### config.mk
export PLATFORM = sky130hd
export DESIGN_NAME = board_tx_sequencer
export DESIGN_NICKNAME = d
export VERILOG_FILES = /design/src/rtl/board_pkg.sv /design/src/rtl/baud_tick_gen.sv /design/src/rtl/board_tx_sequencer.sv
export SDC_FILE = /design/constraint.sdc
export NUM_CORES = 1
export LEC_CHECK = 0
export ABC_AREA = 1
export CAP_MARGIN = 10
export CORE_MARGIN = 3
export CORE_UTILIZATION = 46
export DETAILED_ROUTE_END_ITERATION = 8
export DONT_BUFFER_PORTS = 1
export GPL_TIMING_DRIVEN = 0
export PLACE_DENSITY = 0.7
export SLEW_MARGIN = 5
export SYNTH_ARGS = -nofsm -noshare
export SYNTH_HDL_FRONTEND = slang
export SYNTH_SLANG_ARGS = --single-unit
### constraint.sdc
create_clock -name clk_in -period 1.9 [get_ports clk_in]
set_input_delay 0.095 -clock clk_in [delete_from_list [all_inputs] [get_ports clk_in]]
set_output_delay 0.095 -clock clk_in [all_outputs]
set_load 0.05 [all_outputs]
### src/rtl/board_pkg.sv
// Shared sizes and state encoding for the board image serial transmitter.
package board_pkg;

    localparam int unsigned BOARD_CELLS  = 81;
    localparam int unsigned BOARD_BUS_W  = 2 * BOARD_CELLS;
    localparam int unsigned FRAME_BYTES  = (BOARD_BUS_W + 7) / 8;
    localparam int unsigned FRAMED_BUS_W = 8 * FRAME_BYTES + 2 * (FRAME_BYTES - 1);
    localparam int unsigned TX_BITS      = FRAMED_BUS_W + 2;

    typedef enum logic [2:0] {
        IDLE,
        START,
        DATA,
        STOP,
        GAP
    } tx_state_t;

endpackage

### src/rtl/baud_tick_gen.sv
// Bit-time divider: flags the last cycle of each bit and the cycle before it.
module baud_tick_gen #(
    parameter int unsigned CLKS_PER_BIT = 868
) (
    input  logic clk_in,
    input  logic rst_n_in,
    input  logic clear,
    output logic tick_c,
    output logic pre_tick_c
);

    localparam int unsigned CNT_W = (CLKS_PER_BIT > 1) ? $clog2(CLKS_PER_BIT) : 1;

    logic [CNT_W-1:0] cnt;

    assign tick_c     = (cnt == CNT_W'(CLKS_PER_BIT - 1));
    assign pre_tick_c = (cnt == CNT_W'(CLKS_PER_BIT - 2));

    // Cycle counter within a bit; restarts on clear or at the terminal count.
    always_ff @(posedge clk_in) begin
        if (!rst_n_in || clear) begin
            cnt <= '0;
        end else if (tick_c) begin
            cnt <= '0;
        end else begin
            cnt <= cnt + CNT_W'(1);
        end
    end

endmodule

### src/rtl/board_tx_sequencer.sv
// Snapshots the framed board bus and shifts it out LSB first with start/stop bits and an idle gap.
module board_tx_sequencer
    import board_pkg::*;
#(
    parameter int unsigned CLKS_PER_BIT = 868,
    parameter int unsigned GAP_BITS     = 10
) (
    input  logic                    clk_in,
    input  logic                    rst_n_in,
    input  logic                    send_req_in,
    input  logic [FRAMED_BUS_W-1:0] board_bus_in,
    output logic                    busy_out,
    output logic                    done_out,
    output logic                    pending_out,
    output logic                    tx_out
);

    localparam int unsigned GAP_CLKS = GAP_BITS * CLKS_PER_BIT;
    localparam int unsigned GAP_W    = (GAP_CLKS > 1) ? $clog2(GAP_CLKS) : 1;
    localparam int unsigned GAP_LAST = (GAP_CLKS > 0) ? GAP_CLKS - 1 : 0;
    localparam int unsigned BIT_W    = 8;
    localparam int unsigned BIT_LAST = FRAMED_BUS_W - 1;

    tx_state_t               state, state_next;
    logic [FRAMED_BUS_W-1:0] shift_reg, shift_next;
    logic [BIT_W-1:0]        bit_cnt, bit_next;
    logic [GAP_W-1:0]        gap_cnt, gap_next;
    logic                    pending, pending_next;
    logic                    tx_next, busy_next, done_next;
    logic                    tick_c, pre_tick_c, baud_clear_c;

    assign pending_out  = pending;
    assign baud_clear_c = (state_next != state);

    baud_tick_gen #(
        .CLKS_PER_BIT(CLKS_PER_BIT)
    ) u_baud (
        .clk_in    (clk_in),
        .rst_n_in  (rst_n_in),
        .clear     (baud_clear_c),
        .tick_c    (tick_c),
        .pre_tick_c(pre_tick_c)
    );

    // State, datapath and registered line outputs.
    always_ff @(posedge clk_in) begin
        if (!rst_n_in) begin
            state     <= IDLE;
            shift_reg <= '0;
            bit_cnt   <= '0;
            gap_cnt   <= '0;
            pending   <= 1'b0;
            tx_out    <= 1'b1;
            busy_out  <= 1'b0;
            done_out  <= 1'b0;
        end else begin
            state     <= state_next;
            shift_reg <= shift_next;
            bit_cnt   <= bit_next;
            gap_cnt   <= gap_next;
            pending   <= pending_next;
            tx_out    <= tx_next;
            busy_out  <= busy_next;
            done_out  <= done_next;
        end
    end

    // Next-state, counters, request queueing; outputs decoded from the next state so they align with it.
    always_comb begin
        state_next   = state;
        shift_next   = shift_reg;
        bit_next     = bit_cnt;
        gap_next     = '0;
        pending_next = pending;
        done_next    = 1'b0;

        if (state != IDLE && send_req_in) begin
            pending_next = 1'b1;
        end

        case (state)
            IDLE: begin
                if (send_req_in || pending) begin
                    state_next   = START;
                    shift_next   = board_bus_in;
                    pending_next = 1'b0;
                end
            end
            START: begin
                if (tick_c) begin
                    state_next = DATA;
                end
            end
            DATA: begin
                if (tick_c) begin
                    shift_next = shift_reg >> 1;
                    if (bit_cnt == BIT_W'(BIT_LAST)) begin
                        bit_next   = '0;
                        state_next = STOP;
                    end else begin
                        bit_next = bit_cnt + BIT_W'(1);
                    end
                end
            end
            STOP: begin
                done_next = pre_tick_c;
                if (tick_c) begin
                    state_next = (GAP_BITS > 0) ? GAP : IDLE;
                end
            end
            GAP: begin
                if (gap_cnt == GAP_W'(GAP_LAST)) begin
                    state_next = IDLE;
                end else begin
                    gap_next = gap_cnt + GAP_W'(1);
                end
            end
            default: begin
                state_next = IDLE;
            end
        endcase

        case (state_next)
            START:   tx_next = 1'b0;
            DATA:    tx_next = shift_next[0];
            default: tx_next = 1'b1;
        endcase
        busy_next = (state_next != IDLE);
    end

endmodule

==> results.sh, run 1 <==
export IMPL_gp_congestion=0.881
export IMPL_crit_chain="ha_4, nand3_2, nor2_4, nand2_4, nor2_8, buf_12, buf_6, nand2_1, a31oi_2"
export IMPL_wl_per_cell_um=15.4
export IMPL_dpl_hpwl_mm=20.3
export IMPL_slowest_delay_ns=0.37
export IMPL_die_area_um2=25800
export IMPL_max_freq_ghz=0.555
export IMPL_slew_headroom=0.417
export IMPL_start_util=0.476
export IMPL_grt_ovfl_total=0
export IMPL_ys_seq_elements=247
export IMPL_worstPathArrival_ns=2.24
export IMPL_hold_depth=5
export IMPL_finClkSkew_ns=0.0130
export IMPL_seq_area_frac_synth=0.450
export IMPL_seqCellArea_um2=4950
export IMPL_cts_buffers=27
export IMPL_clock_sinks=247
export IMPL_syn_to_final_growth_pct=33.2
export IMPL_cts_path_max_buffers=3
export IMPL_cts_max_level=1
export IMPL_crit_path_top_delay_cell="dfxtp_4"
export IMPL_synth_area_um2=11000
export IMPL_antenna_found_initial=12
export IMPL_whs_ns=0.0203
export IMPL_power_per_cell_area_nw_per_um2=864
export IMPL_root_buffer="clkbuf_16"
export IMPL_track_usage=0.250
export IMPL_dpl_worst_slack_ns=-0.434
export IMPL_grt_max_degree=14
export IMPL_n_fill_cell=1882
export IMPL_crit_path_start_kind="register"
export IMPL_drive_above_1_share=0.0751
export IMPL_nets=2077
export IMPL_hold_viol_final=0
export IMPL_finalSetupViolCount=0
export IMPL_die_x_um=161
export IMPL_multiInputGateArea_um2=4960
export IMPL_grt_pass1_vias=10993
export IMPL_yosys_warnings=0
export IMPL_cp_depth=9
export IMPL_clock_latency_ns=0.53
export IMPL_port_buffer_count=0
export IMPL_rows=55
export IMPL_largest_reg_flops=208
export IMPL_ir_drop_mv=0.661
export IMPL_grt_pass1_wl_mm=53.7
export IMPL_drc=0
export IMPL_synthesis_instances=1617
export IMPL_status="completed"
export IMPL_die_h_um=161
export IMPL_crit_type="reg2reg"
export IMPL_ant_nets=0
export IMPL_maxCapViolCount=0
export IMPL_post_drt_via_cell_ratio=5.15
export IMPL_min_period_ns=1.80
export IMPL_via_count=11336
export IMPL_rsz0062_at_grt="true"
export IMPL_worstMarginPinSlew_ns=0.875
export IMPL_cp_required_ns=2.34
export IMPL_syn_area_per_cell_um2=6.79
export IMPL_slew_violations=0
export IMPL_r2r_cells=9
export IMPL_fin_crit_sh=0.948
export IMPL_synth_top_cell_area_share=0.450
export IMPL_clk_transition_reported_paths_ns=0.06
export IMPL_hold_path_class="in2reg"
export IMPL_crit_buf_inv=2
export IMPL_cp_max_fo=10
export IMPL_io_pins=215
export IMPL_synth_nets=1832
export IMPL_cts_tree="built"
export IMPL_synthDistinctLibCells=30
export IMPL_leakagePower_uw=0.00666
export IMPL_placeableCoreArea_um2=23100
export IMPL_crit_family="simple AND/OR/NAND/NOR gates"
export IMPL_firstDrtPassIters=6
export IMPL_synthTopCellsByArea="dfxtp_1 45%, nand2_1 27%, nand3_1 5.9%, a31oi_1 5.9%, inv_1 4.7%"
export IMPL_finalWirelength_mm=34.0
export IMPL_endpoint_kind="register"
export IMPL_synth_top_area_cell="dfxtp_1"
export IMPL_worst_slack_ns=0.0986
export IMPL_drtIter0Drc=959
-- power by group --
group / switching (uW) / internal [uW] / total, uW
Clock: 2090 / 3290 / 5380
Combinational: 870 / 706 / 1580
Sequential: 192 / 5500 / 5690
Total: 3160 / 9490 / 12600
-- final timing paths --
| path | from | to | slack (ns) |
|---|---|---|---|
| max | u_baud.cnt[0]$_SDFF_PP0_ | shift_reg[121]$_SDFFE_PN0P_ | 0.1 |
| min | rst_n_in | u_baud.cnt[1]$_SDFF_PP0_ | 0.02 |
| max reg2reg | u_baud.cnt[0]$_SDFF_PP0_ | shift_reg[121]$_SDFFE_PN0P_ | 0.1 |
| min reg2reg | gap_cnt[0]$_SDFF_PP0_ | gap_cnt[0]$_SDFF_PP0_ | 0.45 |
-- tightest hold or removal path, stage by stage --
cell     delay, ns
and3_1        0.14
nand2_1       0.05
inv_1         0.05
nand2_4       0.12
nor2_1        0.05
-- cells in the mapped netlist --
master,n
nor2_1,49
inv_1,138
xnor2_1,3
nor2_8,1
inv_2,6
nor3b_2,1
xor2_1,11
buf_2,12
nor3_2,1
and3b_1,1
nor2_4,3
a31oi_1,103
nand3_1,130
nand3_2,1
clkbuf_1,44
buf_1,3
buf_4,8
a21oi_1,8
ha_1,4
buf_6,24
nand3b_1,2
nand4_1,5
dfxtp_1,247
buf_8,2
nand2_1,793
o21ai_1,1
nand2_2,3
and3_1,1
nor3b_1,1
nor3_1,11
-- cell usage in the layout, fill, tap and decap left out, drive strengths merged --
master,instances
a21oi,8
a31oi,103
and3,1
and3b,1
buf,50
bufinv,4
clkbuf,87
clkinv,3
dfxtp,247
diode,12
dlygate4sd3,209
ha,4
inv,145
nand2,796
nand3,131
nand3b,2
nand4,5
nor2,53
nor3,12
nor3b,2
o21ai,1
xnor2,3
xor2,11
-- metal layers --
metal	wire length, um	track usage
met3	2120	0.0542
met1	14500	0.312
met4	1220	0.0986
met5	7	0
met2	16200	0.422
-- stage by stage --
stage	total power, uW	instances	TNS, ns	area, um2	util
2_1_floorplan	6580	1617	0	11000	-
3_3_place_gp	6850	1930	-45.16	11400	0.493
3_5_place_dp	6880	1930	-56.29	11400	0.493
4_1_cts	12600	2187	0	14400	0.626
5_1_grt	13100	2202	-0.0611	14600	0.635
6_report	12600	2203	0	14600	0.635
-- area by class of cell --
type / count / area share
clock buffers: 37 / 0.0515
repair buffers: 216 / 0.149
diodes: 12 / 0.00205
multi-input cells: 1133 / 0.339
plain buffers: 93 / 0.0471
clock inverters: 8 / 0.00983
well taps: 313 / 0.0268
inverters: 144 / 0.0371
flip-flops and latches: 247 / 0.338
-- kinds of logic after synthesis --
kind of cell / after synthesis / synth area share
buffers and inverters: 237 / 0.104
adder cells (fa/ha/maj): 4 / 0.00456
flip-flops: 247 / 0.450
AO/OA/AOI/OAI: 112 / 0.0628
AND/OR/NAND/NOR: 1003 / 0.368
XOR/XNOR: 14 / 0.0112
-- repair_timing --
| action | in CTS | in global routing |
|---|---|---|
| setup endpoints to repair | 220 | 211 |
| hold endpoints to repair | 210 | 0 |
| pin swaps | 1 | 4 |
| resized for setup | 19 | 67 |
| hold buffers | 209 | 0 |
| gates cloned | 0 | 2 |
| buffers inserted | 3 | 2 |
No activity file was read; power rests on OpenSTA's default activity.
==> inputs of run 2 (changes only) <==
Settings changed: PLACE_DENSITY 0.7 to default, PLACE_DENSITY_LB_ADDON from default to 0.1.
==> run 2 against run 1 <==
  * Largest cell class is now registers
  * Largest power group unchanged
  * Routed wire length is 8.2% lower
  * Sequential share of layout area increased by 0.28 points
  * Global-route usage down 1.5 points
  * Via count shrank 4.5%
  * First-iteration DRC count fell by 17%
  * Design area down 0.83%
  * Clock skew is 0.0072 ns lower
  * Sequential cell count is the same
  * Die area is the same
  * Clock power shrank 4.8%
  * Combinational power fell by 5%
  * Count of clock-buffer cells in the layout rose by 6
==> results.sh, run 2 (synthesis results as in run 1) <==
export IMPL_layout_commonest_cell="nand2_1"
export IMPL_die_area_um2=25800
export IMPL_hold_path_class="in2reg"
export IMPL_rows=55
export IMPL_finalSetupViolCount=0
export IMPL_cp_max_fo=10
export IMPL_die_h_um=161
export IMPL_ir_drop_mv=0.653
export IMPL_fin_crit_sh=0.942
export IMPL_firstDrtPassIters=5
export IMPL_drc=0
export IMPL_crit_type="reg2reg"
export IMPL_worst_slack_ns=0.110
export IMPL_slew_violations=0
export IMPL_grt_max_degree=13
export IMPL_cp_required_ns=2.36
export IMPL_drive_above_1_share=0.0725
export IMPL_worstMarginPinSlew_ns=0.825
export IMPL_dpl_hpwl_mm=20.4
export IMPL_slew_headroom=0.450
export IMPL_swShare=0.249
export IMPL_clock_latency_ns=0.52
export IMPL_grt_pass1_vias=10309
export IMPL_grtUsageMet3=0.0418
export IMPL_slowest_delay_ns=0.45
export IMPL_status="completed"
export IMPL_dpl_worst_slack_ns=-0.326
export IMPL_ant_nets=0
export IMPL_crit_path_start_kind="register"
export IMPL_io_pins=215
export IMPL_crit_chain="nor2_1, nor3_2, buf_6, buf_4, clkbuf_2, nand2_1, nand3_1, nand2_1, inv_1"
export IMPL_largest_reg_flops=208
export IMPL_internal_power_uw=9240
export IMPL_start_util=0.476
export IMPL_cp_common_cell="nand2_1"
export IMPL_placeableCoreArea_um2=23100
export IMPL_finClkSkew_ns=0.00574
export IMPL_grt_pass1_wl_mm=51.2
export IMPL_finalWirelength_mm=31.2
export IMPL_placedCellCount=1930
export IMPL_met1_usage=0.317
export IMPL_crit_family="buffers and inverters"
export IMPL_post_drt_via_cell_ratio=4.94
export IMPL_dpl_instance_area_um2=11400
export IMPL_endpoint_kind="register"
export IMPL_cts_tree="built"
export IMPL_cts_buffers=27
export IMPL_nets=2077
export IMPL_combinationalPowerShare=0.122
export IMPL_clock_sinks=247
export IMPL_p_clk_frac=0.416
export IMPL_cts_max_level=1
export IMPL_drtIter0Drc=792
export IMPL_final_cell_area_um2=14500
export IMPL_worstPathArrival_ns=2.25
export IMPL_hold_viol_final=0
export IMPL_p_sw_uw=3060
export IMPL_fin_cells=2193
export IMPL_max_freq_ghz=0.559
export IMPL_final_core_util=0.630
export IMPL_setup_tns_ns=0
export IMPL_clk_transition_reported_paths_ns=0.06
export IMPL_maxCapViolCount=0
export IMPL_antenna_found_initial=4
export IMPL_p_seq_frac=0.462
export IMPL_track_usage=0.235
export IMPL_leakagePower_uw=0.00661
export IMPL_min_period_ns=1.79
export IMPL_final_cell_mix="791 x nand2_1, 244 x dfxtp_1, 209 x dlygate4sd3_1"
export IMPL_use_met2=0.394
export IMPL_die_x_um=161
export IMPL_top_usage_layer="met2"
export IMPL_root_buffer="clkbuf_16"
export IMPL_syn_to_final_growth_pct=32.1
export IMPL_cts_path_max_buffers=3
export IMPL_gp_congestion=0.814
export IMPL_crit_path_top_delay_cell="dfxtp_4"
export IMPL_grt_ovfl_total=0
export IMPL_crit_buf_inv=4
export IMPL_power_per_cell_area_nw_per_um2=848
export IMPL_wl_per_cell_um=14.2
export IMPL_via_count=10824
export IMPL_port_buffer_count=0
run 2: cell count changes in the layout (fill, tap and decap cells not counted), sizes merged:
cell	delta
buf	+4
clkinv	-3
inv	-1
bufinv	-3
clkbuf	+2
diode	-9
run 2: timing repair:
item,CTS,global route
endpoints found under the hold margin,210,0
setup buffers,1,5
hold buffers,209,0
endpoints found under the setup margin,219,213
gates resized for setup,15,43
cloned,0,1
pin swaps,1,4
run 2: power groups by stage:
| stage | Sequential (uW) | Combinational, uW | Clock, uW |
|---|---|---|---|
| CTS | 5670 | 1470 | 5240 |
| floorplan | 5740 | 833 | 0 |
| global placement | 5780 | 1070 | 0 |
| detailed placement | 5780 | 1090 | 0 |
| finish | 5680 | 1500 | 5120 |
| global route | 5720 | 1680 | 5430 |
run 2: layout make-up:
| class | instances | area [um2] |
|---|---|---|
| Fill cell | 2031 | 8540 |
| Sequential cell | 247 | 4950 |
| Multi-Input combinational cell | 1133 | 4950 |
| Timing Repair Buffer | 216 | 2160 |
| Clock buffer | 43 | 826 |
| Buffer | 93 | 646 |
| Inverter | 144 | 546 |
| Tap cell | 313 | 392 |
| Clock inverter | 1 | 30.0 |
| Antenna cell | 3 | 7.51 |
run 2: worst paths after layout:
kind | start | to | slack [ns] | cells past startpoint
max | pending_out$_SDFF_PN0_ | shift_reg[22]$_SDFFE_PN0P_ | 0.11 | 9
max reg2reg | pending_out$_SDFF_PN0_ | shift_reg[22]$_SDFFE_PN0P_ | 0.11 | 9
min | rst_n_in | u_baud.cnt[1]$_SDFF_PP0_ | 0.02 | 5
min reg2reg | gap_cnt[0]$_SDFF_PP0_ | gap_cnt[0]$_SDFF_PP0_ | 0.44 | 1
run 2: per-stage QoR:
stage	total power [uW]	hold slack, ns
CTS	12400	0.0491
floorplan	6580	0.243
detailed placement	6880	0.264
finish	12300	0.0237
global placement	6850	0.258
global route	12800	0.0103
run 2: metal layers:
layer	vias up	share of wire
met3	50	0.056
met4	2	0.021
met5	-	0.00032
met1	4936	0.46
met2	302	0.46
li1	5534	-
run 2: worst reg2reg max path, stage by stage (launching register included):
cell and delay, ns:
dfxtp_4 0.45, nor2_1 0.11, nor3_2 0.22, buf_6 0.17, buf_4 0.17, clkbuf_2 0.24
nand2_1 0.12, nand3_1 0.10, nand2_1 0.07, inv_1 0.08
